`config.mk`:
```
export PLATFORM = sky130hd
export DESIGN_NAME = pattern_mem_writer
export DESIGN_NICKNAME = d
export VERILOG_FILES = /design/src/rtl/pattern_mem_writer.sv
export SDC_FILE = /design/constraint.sdc
export NUM_CORES = 1
export LEC_CHECK = 0
export ABC_AREA = 1
export BUFFER_PORTS_ARGS = -buffer_cell sky130_fd_sc_hd__buf_4
export CAP_MARGIN = 20
export CORE_MARGIN = 1.5
export CORE_UTILIZATION = 55
export CTS_BUF_LIST = sky130_fd_sc_hd__clkbuf_8
export CTS_CLUSTER_SIZE = 12
export DETAILED_ROUTE_END_ITERATION = 8
export PLACE_DENSITY = 0.77
export SLEW_MARGIN = 20
export SYNTH_ARGS = -nofsm -noshare
export SYNTH_HDL_FRONTEND = slang
export SYNTH_SLANG_ARGS = --single-unit
```
`constraint.sdc`:
```
create_clock -name clk -period 2.4 [get_ports clk]
set_clock_uncertainty 0.05 [all_clocks]
set_input_delay 0.12 -clock clk [delete_from_list [all_inputs] [get_ports clk]]
set_output_delay 0.12 -clock clk [all_outputs]
set_load 0.02 [all_outputs]
```
`src/rtl/pattern_mem_writer.sv`:
```
// pattern_mem_writer: packs a serial bit stream MSB-first into bytes and
// writes them into consecutive words of a small pattern memory. The memory
// has a combinational read port for the window matcher and its control unit.
module pattern_mem_writer #(
    parameter int WIDTH  = 8,
    parameter int DEPTH  = 9,
    parameter int ADDR_W = 4
) (
    input  logic              clk,
    input  logic              rst,
    input  logic              start,
    input  logic              din,
    input  logic              din_valid,
    output logic              ready,
    input  logic [ADDR_W-1:0] rd_addr,
    output logic [WIDTH-1:0]  rd_data,
    output logic              wr_en,
    output logic [ADDR_W-1:0] wr_addr,
    output logic [ADDR_W-1:0] word_count,
    output logic              busy,
    output logic              full
);

    localparam int BIT_CNT_W = (WIDTH > 1) ? $clog2(WIDTH) : 1;
    localparam logic [BIT_CNT_W-1:0] LAST_BIT  = BIT_CNT_W'(WIDTH - 1);
    localparam logic [ADDR_W-1:0]    LAST_ADDR = ADDR_W'(DEPTH - 1);

    typedef enum logic [1:0] {
        IDLE,
        SHIFT,
        WRITE,
        FULL
    } state_t;

    state_t                 state_reg, state_next;
    logic [ADDR_W-1:0]      wr_addr_reg, wr_addr_next;
    logic [BIT_CNT_W-1:0]   bit_cnt_reg, bit_cnt_next;
    logic [WIDTH-1:0]       shreg_reg, shreg_next;
    logic                   mem_we;
    logic [WIDTH-1:0]       mem_reg [DEPTH];

    // Handshake and status flags are plain decodes of the state register.
    assign ready      = (state_reg == SHIFT);
    assign wr_en      = (state_reg == WRITE);
    assign busy       = (state_reg == SHIFT) || (state_reg == WRITE);
    assign full       = (state_reg == FULL);
    assign wr_addr    = wr_addr_reg;
    // The pointer only moves on a completed write, so it doubles as the word count.
    assign word_count = wr_addr_reg;

    // State, pointer, bit counter and shift register; async reset clears all.
    always_ff @(posedge clk or posedge rst) begin
        if (rst) begin
            state_reg   <= IDLE;
            wr_addr_reg <= '0;
            bit_cnt_reg <= '0;
            shreg_reg   <= '0;
        end else begin
            state_reg   <= state_next;
            wr_addr_reg <= wr_addr_next;
            bit_cnt_reg <= bit_cnt_next;
            shreg_reg   <= shreg_next;
        end
    end

    // Next-state logic; start overrides everything, including a pending write.
    always_comb begin
        state_next   = state_reg;
        wr_addr_next = wr_addr_reg;
        bit_cnt_next = bit_cnt_reg;
        shreg_next   = shreg_reg;
        mem_we       = 1'b0;
        if (start) begin
            state_next   = SHIFT;
            wr_addr_next = '0;
            bit_cnt_next = '0;
            shreg_next   = '0;
        end else begin
            case (state_reg)
                IDLE: begin
                end
                SHIFT: begin
                    if (din_valid) begin
                        shreg_next   = {shreg_reg[WIDTH-2:0], din};
                        bit_cnt_next = bit_cnt_reg + 1'b1;
                        if (bit_cnt_reg == LAST_BIT) begin
                            state_next = WRITE;
                        end
                    end
                end
                WRITE: begin
                    mem_we       = 1'b1;
                    wr_addr_next = wr_addr_reg + 1'b1;
                    bit_cnt_next = '0;
                    state_next   = (wr_addr_reg == LAST_ADDR) ? FULL : SHIFT;
                end
                FULL: begin
                end
                default: begin
                    state_next = IDLE;
                end
            endcase
        end
    end

    // Pattern memory: flops so reset can clear every word asynchronously.
    always_ff @(posedge clk or posedge rst) begin
        if (rst) begin
            for (int i = 0; i < DEPTH; i++) begin
                mem_reg[i] <= '0;
            end
        end else begin
            for (int i = 0; i < DEPTH; i++) begin
                if (mem_we && (wr_addr_reg == ADDR_W'(i))) begin
                    mem_reg[i] <= shreg_reg;
                end
            end
        end
    end

    // Combinational read port; addresses beyond the last word read as zero.
    always_comb begin
        rd_data = '0;
        for (int i = 0; i < DEPTH; i++) begin
            if (rd_addr == ADDR_W'(i)) begin
                rd_data = mem_reg[i];
            end
        end
    end

endmodule
```
# Yosys cells after proc, flatten, opt, wreduce, memory -nomap -nowiden
# Index checks and enable logic that the tools add are counted.
[op_classes]
reduce_logical = 19
n_eq_ne = 22
addsub = 2
n_mux = 24
[ops]
columns = ["operator", "n"]
rows = [
  ["two-way mux 8 bit", 12],
  ["== test 4 x 3 -> 1 bit, second input constant", 8],
  ["== test 4 x 2 -> 1 bit, second input constant", 4],
  ["logical AND 1 bit", 9],
  ["== test 4 x 1 -> 1 bit, second input constant", 2],
  ["== test 4 bit, second input constant", 2],
  ["logical NOT 4 bit", 2],
  ["two-way mux 2 bit", 4],
  ["two-way mux 4 bit", 2],
  ["two-way mux 3 bit", 2],
  ["case mux 3 bit (2 select lines)", 1],
  ["nonzero test 2 bit", 3],
  ["adder 4 x 1 -> 4 bit, second input constant", 1],
  ["== test 2 bit, second input constant", 2],
  ["case mux 2 bit (2 select lines)", 1],
  ["AND reduction 2 bit", 2],
  ["adder 3 x 1 -> 3 bit, second input constant", 1],
  ["== test 3 bit, second input constant", 1],
  ["!= test 3 x 2 -> 1 bit, second input constant", 1],
  ["!= test 3 bit, second input constant", 1],
  ["AND reduction 3 bit", 1],
  ["nonzero test 3 bit", 1],
  ["== test 2 x 1 -> 1 bit, second input constant", 1],
  ["two-way mux 1 bit", 2],
  ["logical OR 1 bit", 1],
]
[totals]
regBits = 89
wordCells = 80
out_inout_bits = 20
inputBits = 9

# Depth between registers and ports, before layout
# Gate-level depths: netlist (run 1).
[logic_depth]
word_depth = 10
mapped_depth = 9
ltp_nobuf = 9

# Worst setup path before layout (run 1)
# OpenSTA, ideal clock, no wires.
[synth_path]
path_type = "register to register"
from = "register state_reg[0]"
to = "register mem_reg[17] (netlist name)"
path_slack_ns = 0.681
t_arrival_ns = 1.543
path_stages_with_launch = 9
n_path_buf = 1
required_ns = 2.224
synth_period_minus_slack_ns = 1.719
cell_sequence = "dfrtp_1 > inv_1 > ha_1 > inv_2 > nor2_4 > nand2_1 > nor2_2 > buf_4 > o21ai_0"
[synth_between]
elab_chain_len = 4
[synth_lines]
columns = ["item", "line_no", "text"]
rows = [
  ["start: declaration", "35", "state_t state_reg, state_next;"],
  ["start signal: assignment", "59", "state_reg <= state_next;"],
  ["== test 2 bit", "--", ""],
  ["net wr_en", "17", "output logic wr_en,"],
  ["two-way mux 1 bit", "79", "case (state_reg)"],
  ["two-way mux 1 bit", "73", "if (start) begin"],
  ["logical AND 1 bit", "114", "if (mem_we && (wr_addr_reg == ADDR_W'(i))) begin"],
  ["end signal: indexed assignment", "115", "mem_reg[i] <= shreg_reg;"],
  ["end: declaration", "40", "logic [WIDTH-1:0] mem_reg [DEPTH];"],
]
# The timed path passes the listed nets, and every way through them passes these cells.
# A chain may end at the register's enable or synchronous reset.

# Worst setup path in the final report (run 1)
[layout_path]
from = "register state_reg[0]"
to = "register mem_reg[59] (netlist name)"
[layout_between]
elab_chain_len = 4
[layout_lines]
columns = ["item", "line_no"]
rows = [
  ["== test 2 bit", "79"],
  ["two-way mux 1 bit", "79"],
  ["two-way mux 1 bit", "73"],
  ["logical AND 1 bit", "114"],
]
# Every way passes these cells.

==> metrics.md, run 1 <==
| Metric | Value |
|---|---|
| Vias in the first global route | `3263` |
| CTS clk-pin slew, worst paths | `0.09 ns` |
| P per Cell Area | `629.4 mW/mm^2` |
| End of the critical path | `mem_reg[59]` |
| Async SR Flop Fraction | `1.000` |
| RR Endpoint | `mem_reg[59]` |
| Drt drc | `0` |
| Slowest cell on crit path | `nand3_1` |
| Initial core utilization | `0.5716` |
| Worst path required time | `2.61 ns` |
| Total GRT Usage | `0.2512` |
| Layout cell share with drive strength beyond 1 | `0.1295` |
| Syn avg cell area | `8.454 sq um` |
| Filler cells | `658` |
| Worst slack, placed | `0.4870 ns` |
| Die height | `90.05 um` |
| Post-route setup TNS | `0 ns` |
| Mapped Cells | `493` |
| Max Freq | `521.7 MHz` |
| FF+latch count, synth | `89` |
| Core area | `0.007292 sq mm` |
| Worst Hold Class | `in2reg` |
| Initial drt markers | `220` |
| Final antenna-violating net count | `0` |
| Total Power | `2.962 mW` |
| Relative slew slack | `0.6074` |
| Netlist Area Pre-Place | `0.004168 sq mm` |
| Vias/cell | `5.431` |
| Final WL | `9.470 mm` |
| Final hold vios | `0` |
| I/O pin count | `29` |
| Status | `complete, no violations` |
| Crit-path cells | `inv_1 > ha_1 > inv_2 > nor2_4 > nand3_1 > o21ai_0` |
| Placed instance area | `0.004443 sq mm` |
| H-tree level count | `3` |
| Crit Path Category | `reg2reg` |
| Peak VDD IR | `418.0 uV` |
| Port bufs | `28` |
| Static leakage | `2.202 nW` |
| Layout Cell Area excl Fill | `0.004706 sq mm` |
| Via count | `3389` |
| WP depth | `6` |
| DR WL/cell | `15.18 um` |
| CTS sink count | `89` |
| Synth area leader | `dfrtp_1` |
| Gp weighted congestion | `0.8214` |
| Clock root buffer | `clkbuf_8` |
| Number of diodes | `0` |
| Final period util | `0.7986` |
| Reg2reg start | `state_reg[0]` |
| Setup-failing EPs final | `0` |
| Sequential area share after synthesis | `0.5344` |
| Buf/Inv on CP | `2` |
| Actual slew at the worst max-slew pin | `0.5877 ns` |
| Clk_lat worst skew | `0.35 ns` |
| Post-CTS Setup Repair Bufs | `0` |
| Slew Viols, Final | `0` |
| Largest net degree at the start of global routing | `44` |
| Top-count cell post-synth | `nand2_1` |
| Top FF cell, synth | `dfrtp_1` |
| Critical path arrival | `2.13 ns` |
| Critical Path Source | `state_reg[0]` |
| Initial antenna violation count | `0` |
| Crit-path max cell delay | `0.44 ns` |
| Max cap viols | `0` |
| Nets | `538` |
| Worst hold slack | `0.05516 ns` |
| First drt pass iteration count | `5` |
| Count of different cell masters after synthesis | `26` |
| Final Worst Setup Slack | `0.4833 ns` |
| Reg2Reg Setup Slack | `0.48 ns` |
| Yosys top cell area share | `0.5344` |
| Final HPWL DP | `6.489 mm` |
| Num rows | `31` |
| P&R area growth vs syn | `12.91%` |
| Syn Nets | `511` |
| Total CTS buffers | `9` |
| RSZ-0062 raised after global routing | `false` |
| First-pass GRT wire length | `16.04 mm` |
| Max FO, Critical Path | `16` |
| Kind of end point of the critical path | `flop` |
| Top cells by count, synth | `nand2_1 (114), dfrtp_1 (89), o21ai_0 (64)` |
| Longest Clk Path Bufs | `2` |
| Dominant cells by area after synthesis | `dfrtp_1 (53%), nand2_1 (10%), o21ai_0 (7.7%), nand3_1 (5.4%), nor2_1 (4.1%)` |
| EDFF count, synth | `0` |
| Final Critical Period | `1.917 ns` |
| Number of synthesis warnings | `0` |
| Largest register FFs | `72` |
| Die span in x | `90.05 um` |
| Worst reg2reg path depth | `6` |
| GRT Residual Overflow | `0` |
| Startpoint Class | `flop` |
| Die area | `0.008109 sq mm` |
| Worst path top cell family by delay | `simple AND/OR/NAND/NOR gates` |
| CTS tree | `done` |
## logic make-up (layout without fill, tap and decap cells)
group | count (synthesis) | after routing | synth area share
buffers and inverters | 63 | 95 | 0.06575
AND/OR/NAND/NOR | 230 | 230 | 0.2465
adder cells (fa/ha/maj) | 9 | 9 | 0.02702
flip-flops | 89 | 89 | 0.5344
AO/OA/AOI/OAI | 102 | 102 | 0.1264
## power breakdown
part | leakage, nW | switching (mW) | internal (mW) | total [mW]
sequential | 1.22 | 0.00897 | 1.51 | 1.52
clock | 0.115 | 0.542 | 0.691 | 1.23
combinational | 0.867 | 0.145 | 0.0653 | 0.211
total | 2.20 | 0.697 | 2.27 | 2.96
## metrics by stage
step | instances | utilization
6_report | 624 | 0.6453
5_1_grt | 624 | 0.6453
4_1_cts | 624 | 0.6453
3_5_place_dp | 606 | 0.6093
3_3_place_gp | 606 | 0.6093
2_1_floorplan | 493 | -
## per-layer routing
metal,GRT usage,part of all wire,vias up
met5,0,0,-
met4,0.09788,0.020,0
met3,0.04061,0.046,16
met2,0.3864,0.47,79
met1,0.3579,0.46,1632
li1,-,-,1662
## repair_timing
item | in CTS | in global routing
resized for setup | 0 | 0
hold endpoints to repair | 25 | 0
setup endpoints to repair | 0 | 0
hold buffers | 2 | 0
## placed cells by master, fill, tap and decap left out, drive strengths merged
| master | n |
|---|---|
| a21oi | 32 |
| a22o | 2 |
| a22oi | 1 |
| buf | 32 |
| bufinv | 3 |
| clkbuf | 9 |
| clkinv | 7 |
| clkinvlp | 3 |
| dfrtp | 89 |
| dlygate4sd3 | 2 |
| ha | 9 |
| inv | 39 |
| nand2 | 115 |
| nand3 | 45 |
| nand4 | 8 |
| nor2 | 55 |
| nor3 | 3 |
| o21ai | 64 |
| o21bai | 1 |
| o22ai | 1 |
| o31ai | 1 |
| or2 | 4 |
## how the worst min path moves through the flow
| stage | from | endpoint | slack [ns] | cells past startpoint |
|---|---|---|---|---|
| finish | start | word_count[1] | 0.06 | 4 |
| global route | din_valid | bit_cnt_reg[0] | 0.07 | 3 |
| CTS | din_valid | bit_cnt_reg[0] | 0.06 | 3 |
| detailed placement | rst | mem_reg[62] | 0.17 | 2 |
| global placement | rst | mem_reg[58] | 0.17 | 2 |
| floorplan | din | shreg_reg[0] | 0.22 | 2 |
## layout make-up
class	instances	area, sq um	share of cell area
flip-flops and latches	89	2227	0.4733
multi-input cells	341	1667	0.3542
repair buffers	34	272.8	0.05796
inverters	45	172.7	0.03669
clock buffers	9	123.9	0.02632
well taps	99	123.9	0.02632
clock inverters	7	118.9	0.02526
## worst register-to-register path, delay by kind of cell (launching register included)
kind,cells,cell delay [ns]
compound gates,1,0.34
simple gates,2,0.61
flops,1,0.41
buf+inv,2,0.18
fa+ha+maj,1,0.24
(Power assumes the default switching activity.)
==> run 2: changes to the inputs <==
==> constraint.sdc (replaced) <==
create_clock -name clk -period 1.7 [get_ports clk]
set_clock_uncertainty 0.05 [all_clocks]
set_input_delay 0.085 -clock clk [delete_from_list [all_inputs] [get_ports clk]]
set_output_delay 0.085 -clock clk [all_outputs]
set_load 0.02 [all_outputs]
==> run 2 against run 1 <==
- setup slack got worse by 0.41 ns
- utilization rose by 3.6 points
- die area did not move
- via count rose by 3.0%
- first-iteration DRC count rose by 21%
- design area rose by 5.6%
- clock power rose by 33%
- sequential share of layout area fell by 2.5 points
- critical path depth rose by 1
- highest routed layer unchanged
==> metrics.md, run 2 (synthesis gave the netlist of run 1 again) <==
| Metric | Value |
|---|---|
| Vias/cell | `5.435 (was 5.431)` |
| Final antenna-violating net count | `0 (unchanged)` |
| Sequential Power Share | `0.525 (was 0.512)` |
| H-tree level count | `3 (unchanged)` |
| Commonest non-fill, non-tap cell in the layout | `nand2_1 (unchanged)` |
| Total CTS buffers | `9 (unchanged)` |
| Register area | `0.002228 sq mm (was 0.002227 sq mm)` |
| Nets | `556 (was 538)` |
| DR WL/cell | `14.92 um (was 15.18 um)` |
| Filler cells | `617 (was 658)` |
| P per Cell Area | `821.5 mW/mm^2 (was 629.4 mW/mm^2)` |
| Status | `complete, no violations (unchanged)` |
| Clock root buffer | `clkbuf_8 (unchanged)` |
| Drt drc | `0 (unchanged)` |
| Peak VDD IR | `604.1 uV (was 418.0 uV)` |
| Worst hold slack | `0.02312 ns (was 0.05516 ns)` |
| Final hold vios | `0 (unchanged)` |
| Die span in x | `90.05 um (unchanged)` |
| Port bufs | `28 (unchanged)` |
| Max Freq | `613.7 MHz` |
| Initial antenna violation count | `0 (unchanged)` |
| RSZ-0062 raised after global routing | `true (was false)` |
| Max cap viols | `0 (unchanged)` |
| Commonest cells after routing, fill and taps aside | `nand2_1 (111), dfrtp_1 (88), o21ai_0 (64) (was nand2_1 (114), dfrtp_1 (89), o21ai_0 (64))` |
| CTS clk-pin slew, worst paths | `0.08 ns (was 0.09 ns)` |
| Inst Count DP | `617 (was 606)` |
| Clock power share | `0.399 (was 0.416)` |
| Area of the multi-input gates | `0.001730 sq mm (was 0.001667 sq mm)` |
| Largest net degree at the start of global routing | `90 (was 44)` |
| Setup-failing EPs final | `0 (unchanged)` |
| Via count | `3489 (was 3389)` |
| First-pass GRT wire length | `16.03 mm (was 16.04 mm)` |
| Slew Viols, Final | `0 (unchanged)` |
| Reg2Reg Setup Slack | `0.08 ns (was 0.48 ns)` |
| Total Power | `4.082 mW (was 2.962 mW)` |
| Crit Path Category | `reg2out (was reg2reg)` |
| First drt pass iteration count | `5 (unchanged)` |
| Longest Clk Path Bufs | `2 (unchanged)` |
| Sw Share | `0.2317 (was 0.2352)` |
| Gp weighted congestion | `0.8131 (was 0.8214)` |
| Final Instance Count excl. Fillers | `642 (was 624)` |
| Total GRT Usage | `0.2478 (was 0.2512)` |
| Final WL | `9.576 mm (was 9.470 mm)` |
| Largest register FFs | `72 (unchanged)` |
| Actual slew at the worst max-slew pin | `0.4823 ns (was 0.5877 ns)` |
| Vias in the first global route | `3255 (was 3263)` |
| Worst path required time | `1.56 ns (was 2.61 ns)` |
| Final period util | `0.9584` |
| Startpoint Class | `flop (unchanged)` |
| Kind of end point of the critical path | `output pin (was flop)` |
| P_int | `3.137 mW (was 2.265 mW)` |
| Relative slew slack | `0.6785 (was 0.6074)` |
| Core area | `0.007292 sq mm (unchanged)` |
| Num rows | `31 (unchanged)` |
| Layout cell share with drive strength beyond 1 | `0.1915 (was 0.1295)` |
| Die area | `0.008109 sq mm (unchanged)` |
| Initial drt markers | `266 (was 220)` |
| I/O pin count | `29 (unchanged)` |
| Worst Hold Class | `in2reg (unchanged)` |
| Die height | `90.05 um (unchanged)` |
| CTS sink count | `89 (unchanged)` |
| Number of diodes | `0 (unchanged)` |
| GRT Residual Overflow | `0 (unchanged)` |
| Max FO, Critical Path | `2 (was 16)` |
| Final Critical Period | `1.629 ns` |
| Comb pwr share | `0.076 (was 0.071)` |
| Switch Pwr | `0.9459 mW (was 0.6967 mW)` |
| Final HPWL DP | `6.505 mm (was 6.489 mm)` |
| Clk_lat worst skew | `0.35 ns (about the same)` |
| P&R area growth vs syn | `19.24% (was 12.91%)` |
| CTS tree | `done (unchanged)` |
| Critical path arrival | `1.49 ns (was 2.13 ns)` |
| Static leakage | `2.329 nW (was 2.202 nW)` |
| Initial core utilization | `0.5716 (unchanged)` |
run 2: metal layers:
| metal | vias to the layer above | share of wire | routed length [um] | track usage |
|---|---|---|---|---|
| met5 | - | 0 | 0 | 0 |
| met4 | 0 | 0.010 | 100 | 0.07143 |
| met3 | 10 | 0.043 | 410 | 0.05245 |
| met2 | 80 | 0.48 | 4612 | 0.3788 |
| met1 | 1700 | 0.46 | 4452 | 0.3577 |
| li1 | 1699 | - | - | - |
run 2: cell type report:
cell class,instances,share of cell area
multi-input cells,341,0.3482
well taps,99,0.02492
repair buffers,52,0.09718
clock inverters,5,0.01561
flip-flops and latches,89,0.4484
clock buffers,11,0.03046
inverters,45,0.03525
run 2: timing repair:
item	4_1_cts	5_1_grt
pin swaps	2	14
buffers inserted	2	4
gates resized for setup	0	22
hold buffers	2	0
endpoints found under the hold margin	90	0
cloned	0	1
setup endpoints to repair	3	61
run 2: final timing paths:
check,endpoint,cells past startpoint,start
worst min-delay path,word_count[1],4,start
worst max register to register,mem_reg[23],9,state_reg[0]
worst max-delay path,rd_data[1],7,mem_reg[57]
max in group asynchronous,word_count[0],4,rst
min in group asynchronous,mem_reg[60],4,rst
worst min register to register,mem_reg[10],2,mem_reg[10]
run 2: power groups by stage:
stage	clock (mW)	sequential, mW	combinational, mW
finish	1.63	2.14	0.309
global route	1.75	2.15	0.345
detailed placement	0	2.18	0.305
floorplan	0	2.18	0.185
CTS	1.65	2.14	0.311
global placement	0	2.18	0.300
run 2: per-stage QoR:
| step | setup TNS, ns | setup WS (ns) | utilization | cell area (sq um) |
|---|---|---|---|---|
| 6_report | 0 | 0.07065 | 0.6815 | 4970 |
| 5_1_grt | -0.03531 | -0.01167 | 0.6815 | 4970 |
| 4_1_cts | 0 | 0.02267 | 0.6640 | 4842 |
| 3_5_place_dp | 0 | 0.007048 | 0.6244 | 4553 |
| 3_3_place_gp | 0 | 0.1047 | 0.6244 | 4553 |
| 2_1_floorplan | 0 | 0.07111 | - | 4174 |
run 2: worst max-delay path: stages, from the launching register on:
cell	delay (ns)
dfrtp_1	0.38
nand3_1	0.08
nand2_1	0.07
nor2_2	0.13
nand4_1	0.15
nand2_1	0.12
nand3_2	0.07
buf_6	0.13
==> run 3: changes to the inputs <==
--- a/config.mk
+++ b/config.mk
@@ -14,6 +14,7 @@
 export CTS_CLUSTER_SIZE = 12
 export DETAILED_ROUTE_END_ITERATION = 8
 export PLACE_DENSITY = 0.77
+export REMOVE_ABC_BUFFERS = 1
 export SLEW_MARGIN = 20
 export SYNTH_ARGS = -nofsm -noshare
 export SYNTH_HDL_FRONTEND = slang
==> run 3 against run 2 <==
- register-to-register slack lost 0.04 ns
- routed wire length grew 7.0%
- global-route usage grew 1.1 points
- first-iteration DRC count shrank 6.4%
- clock power shrank 9%
- via count grew 2.1%
- setup slack lost 0.041 ns
- non-clock buffer count grew 7
- utilization grew 1.5 points
- die area is the same
- critical path type unchanged
- highest routed layer unchanged
==> metrics.md, run 3 (synthesis gave the netlist of run 1 again) <==
| Metric | Value |
|---|---|
| Status | `complete, no violations (unchanged)` |
| Placed instance area | `0.004561 sq mm (was 0.004553 sq mm)` |
| GRT Residual Overflow | `0 (unchanged)` |
| Critical Path Source | `mem_reg[64] (was mem_reg[57])` |
| Startpoint Class | `flop (unchanged)` |
| RR Endpoint | `mem_reg[20] (was mem_reg[23])` |
| Reg2reg start | `state_reg[0] (unchanged)` |
| Largest net degree at the start of global routing | `40 (was 90)` |
| Inst Count DP | `617 (unchanged)` |
| Largest register FFs | `72 (unchanged)` |
| Commonest non-fill, non-tap cell in the layout | `nand2_1 (unchanged)` |
| RSZ-0062 raised after global routing | `true (unchanged)` |
| Worst path top cell family by delay | `simple AND/OR/NAND/NOR gates (unchanged)` |
| Total GRT Usage | `0.2591 (was 0.2478)` |
| Drt drc | `0 (unchanged)` |
| Initial drt markers | `249 (was 266)` |
| Die span in x | `90.05 um (unchanged)` |
| CTS tree | `done (unchanged)` |
| Layout cell share with drive strength beyond 1 | `0.2200 (was 0.1915)` |
| Max FO, Critical Path | `2 (unchanged)` |
| P&R area growth vs syn | `21.89% (was 19.24%)` |
| Final antenna-violating net count | `0 (unchanged)` |
| Peak VDD IR | `626.8 uV (was 604.1 uV)` |
| CTS clk-pin slew, worst paths | `0.09 ns (was 0.08 ns)` |
| P per Cell Area | `778.5 mW/mm^2 (was 821.5 mW/mm^2)` |
| Slowest cell on crit path | `dfrtp_1 (unchanged)` |
| Final period util | `0.9826 (was 0.9584)` |
| Initial core utilization | `0.5716 (unchanged)` |
| Worst reg2reg path depth | `9 (unchanged)` |
| DR WL/cell | `15.80 um (was 14.92 um)` |
| Kind of end point of the critical path | `output pin (unchanged)` |
| Hold EP | `bit_cnt_reg[0] (was word_count[1])` |
| Commonest cells after routing, fill and taps aside | `nand2_1 (111), dfrtp_1 (89), o21ai_0 (64) (was nand2_1 (111), dfrtp_1 (88), o21ai_0 (64))` |
| Initial antenna violation count | `0 (unchanged)` |
| I/O pin count | `29 (unchanged)` |
| Clk_lat worst skew | `0.36 ns (was 0.35 ns)` |
| Relative slew slack | `0.6782 (was 0.6785)` |
| Slew Viols, Final | `0 (unchanged)` |
| Post-layout util | `0.6966 (was 0.6815)` |
| Final WL | `10.25 mm (was 9.576 mm)` |
| Filler cells | `620 (was 617)` |
| HP Start | `din_valid (was start)` |
| Worst Hold Class | `in2reg (unchanged)` |
| Hold Path Stages | `3 (was 4)` |
| WP depth | `7 (unchanged)` |
| Final Worst Setup Slack | `0.02951 ns (was 0.07065 ns)` |
| Port bufs | `28 (unchanged)` |
| Max cap viols | `0 (unchanged)` |
| Num rows | `31 (unchanged)` |
| Via count | `3564 (was 3489)` |
| Buf/Inv on CP | `1 (unchanged)` |
| First drt pass iteration count | `5 (unchanged)` |
| Max Freq | `598.6 MHz (was 613.7 MHz)` |
| Most used cell, CP | `nand2_1 (unchanged)` |
| Total CTS buffers | `9 (unchanged)` |
| Die height | `90.05 um (unchanged)` |
| Crit-path cells | `nand3_1 > nand3_2 > nor2_2 > nand4_1 > nand2_1 > nand2_1 > buf_6 (was nand3_1 > nand2_1 > nor2_2 > nand4_1 > nand2_1 > nand3_2 > buf_6)` |
| Final HPWL DP | `6.563 mm (was 6.505 mm)` |
| Core area | `0.007292 sq mm (unchanged)` |
| Final Instance Count excl. Fillers | `649 (was 642)` |
| Total Power | `3.955 mW (was 4.082 mW)` |
| Critical path arrival | `1.54 ns (was 1.49 ns)` |
| Final Critical Period | `1.670 ns (was 1.629 ns)` |
| Clock root buffer | `clkbuf_8 (unchanged)` |
| Nets | `563 (was 556)` |
| Vias/cell | `5.492 (was 5.435)` |
| Final hold vios | `0 (unchanged)` |
| Crit Path Category | `reg2out (unchanged)` |
| H-tree level count | `3 (unchanged)` |
| Layout Cell Area excl Fill | `0.005080 sq mm (was 0.004970 sq mm)` |
| CTS sink count | `89 (unchanged)` |
| First-pass GRT wire length | `16.37 mm (was 16.03 mm)` |
| Gp weighted congestion | `0.8763 (was 0.8131)` |
| Setup-failing EPs final | `0 (unchanged)` |
| Crit-path max cell delay | `0.39 ns (was 0.38 ns)` |
| Number of diodes | `0 (unchanged)` |
| Worst slack, placed | `-0.02893 ns (was 0.007048 ns)` |
| Vias in the first global route | `3346 (was 3255)` |
| Die area | `0.008109 sq mm (unchanged)` |
| Reg2Reg Setup Slack | `0.04 ns (was 0.08 ns)` |
| Static leakage | `2.405 nW (was 2.329 nW)` |
| Actual slew at the worst max-slew pin | `0.4797 ns (was 0.4823 ns)` |
| Longest Clk Path Bufs | `2 (unchanged)` |
| Worst path required time | `1.56 ns (about the same)` |
run 3: layout make-up:
| class | count | area [sq um] | area share |
|---|---|---|---|
| sequential | 89 | 2227 | 0.4384 |
| clock inverter | 7 | 77.57 | 0.01527 |
| timing repair buffer | 59 | 559.3 | 0.1101 |
| clock buffer | 9 | 123.9 | 0.02438 |
| multi-input combinational | 341 | 1795 | 0.3534 |
| inverter | 45 | 172.7 | 0.03399 |
| tap | 99 | 123.9 | 0.02438 |
run 3: repair_timing:
action | 4_1_cts | 5_1_grt
endpoints found under the setup margin | 11 | 69
hold buffers | 2 | 0
gates cloned | 0 | 1
gates resized for setup | 4 | 34
hold endpoints to repair | 90 | 0
buffers inserted | 2 | 11
pin swaps | 5 | 27
run 3: worst min-delay path, cell delays in order:
cell	delay, ns
buf_4	0.11
nand2_1	0.11
o31ai_1	0.09
run 3: how the worst max path moves through the flow:
stage,slack (ns),to
after floorplan,-0.74,bit_cnt_reg[0]
after global placement,0.06,mem_reg[29]
after detailed placement,-0.03,mem_reg[34]
after CTS,0.01,mem_reg[34]
after global routing,-0.05,rd_data[0]
final,0.03,rd_data[0]
run 3: power breakdown:
group	total (mW)	switching, mW	internal (mW)	leakage, nW
clock network	1.49	0.792	0.695	0.105
logic	0.322	0.213	0.109	1.08
registers	2.15	0.0158	2.13	1.22
total	3.95	1.02	2.93	2.40
run 3: routing by layer:
layer,GRT usage,vias to the layer above,share of wire
met1,0.3551,1722,0.45
met4,0.1138,0,0.023
met5,0,-,0
met2,0.4072,106,0.48
li1,-,1716,-
met3,0.04230,20,0.051
run 3: through the flow:
step           hold slack [ns]  setup TNS [ns]
6_report               0.02354               0
3_3_place_gp           0.02826               0
3_5_place_dp           0.02932        -0.03894
4_1_cts                0.01565               0
5_1_grt                0.03721         -0.2650
2_1_floorplan           0.1851          -66.89
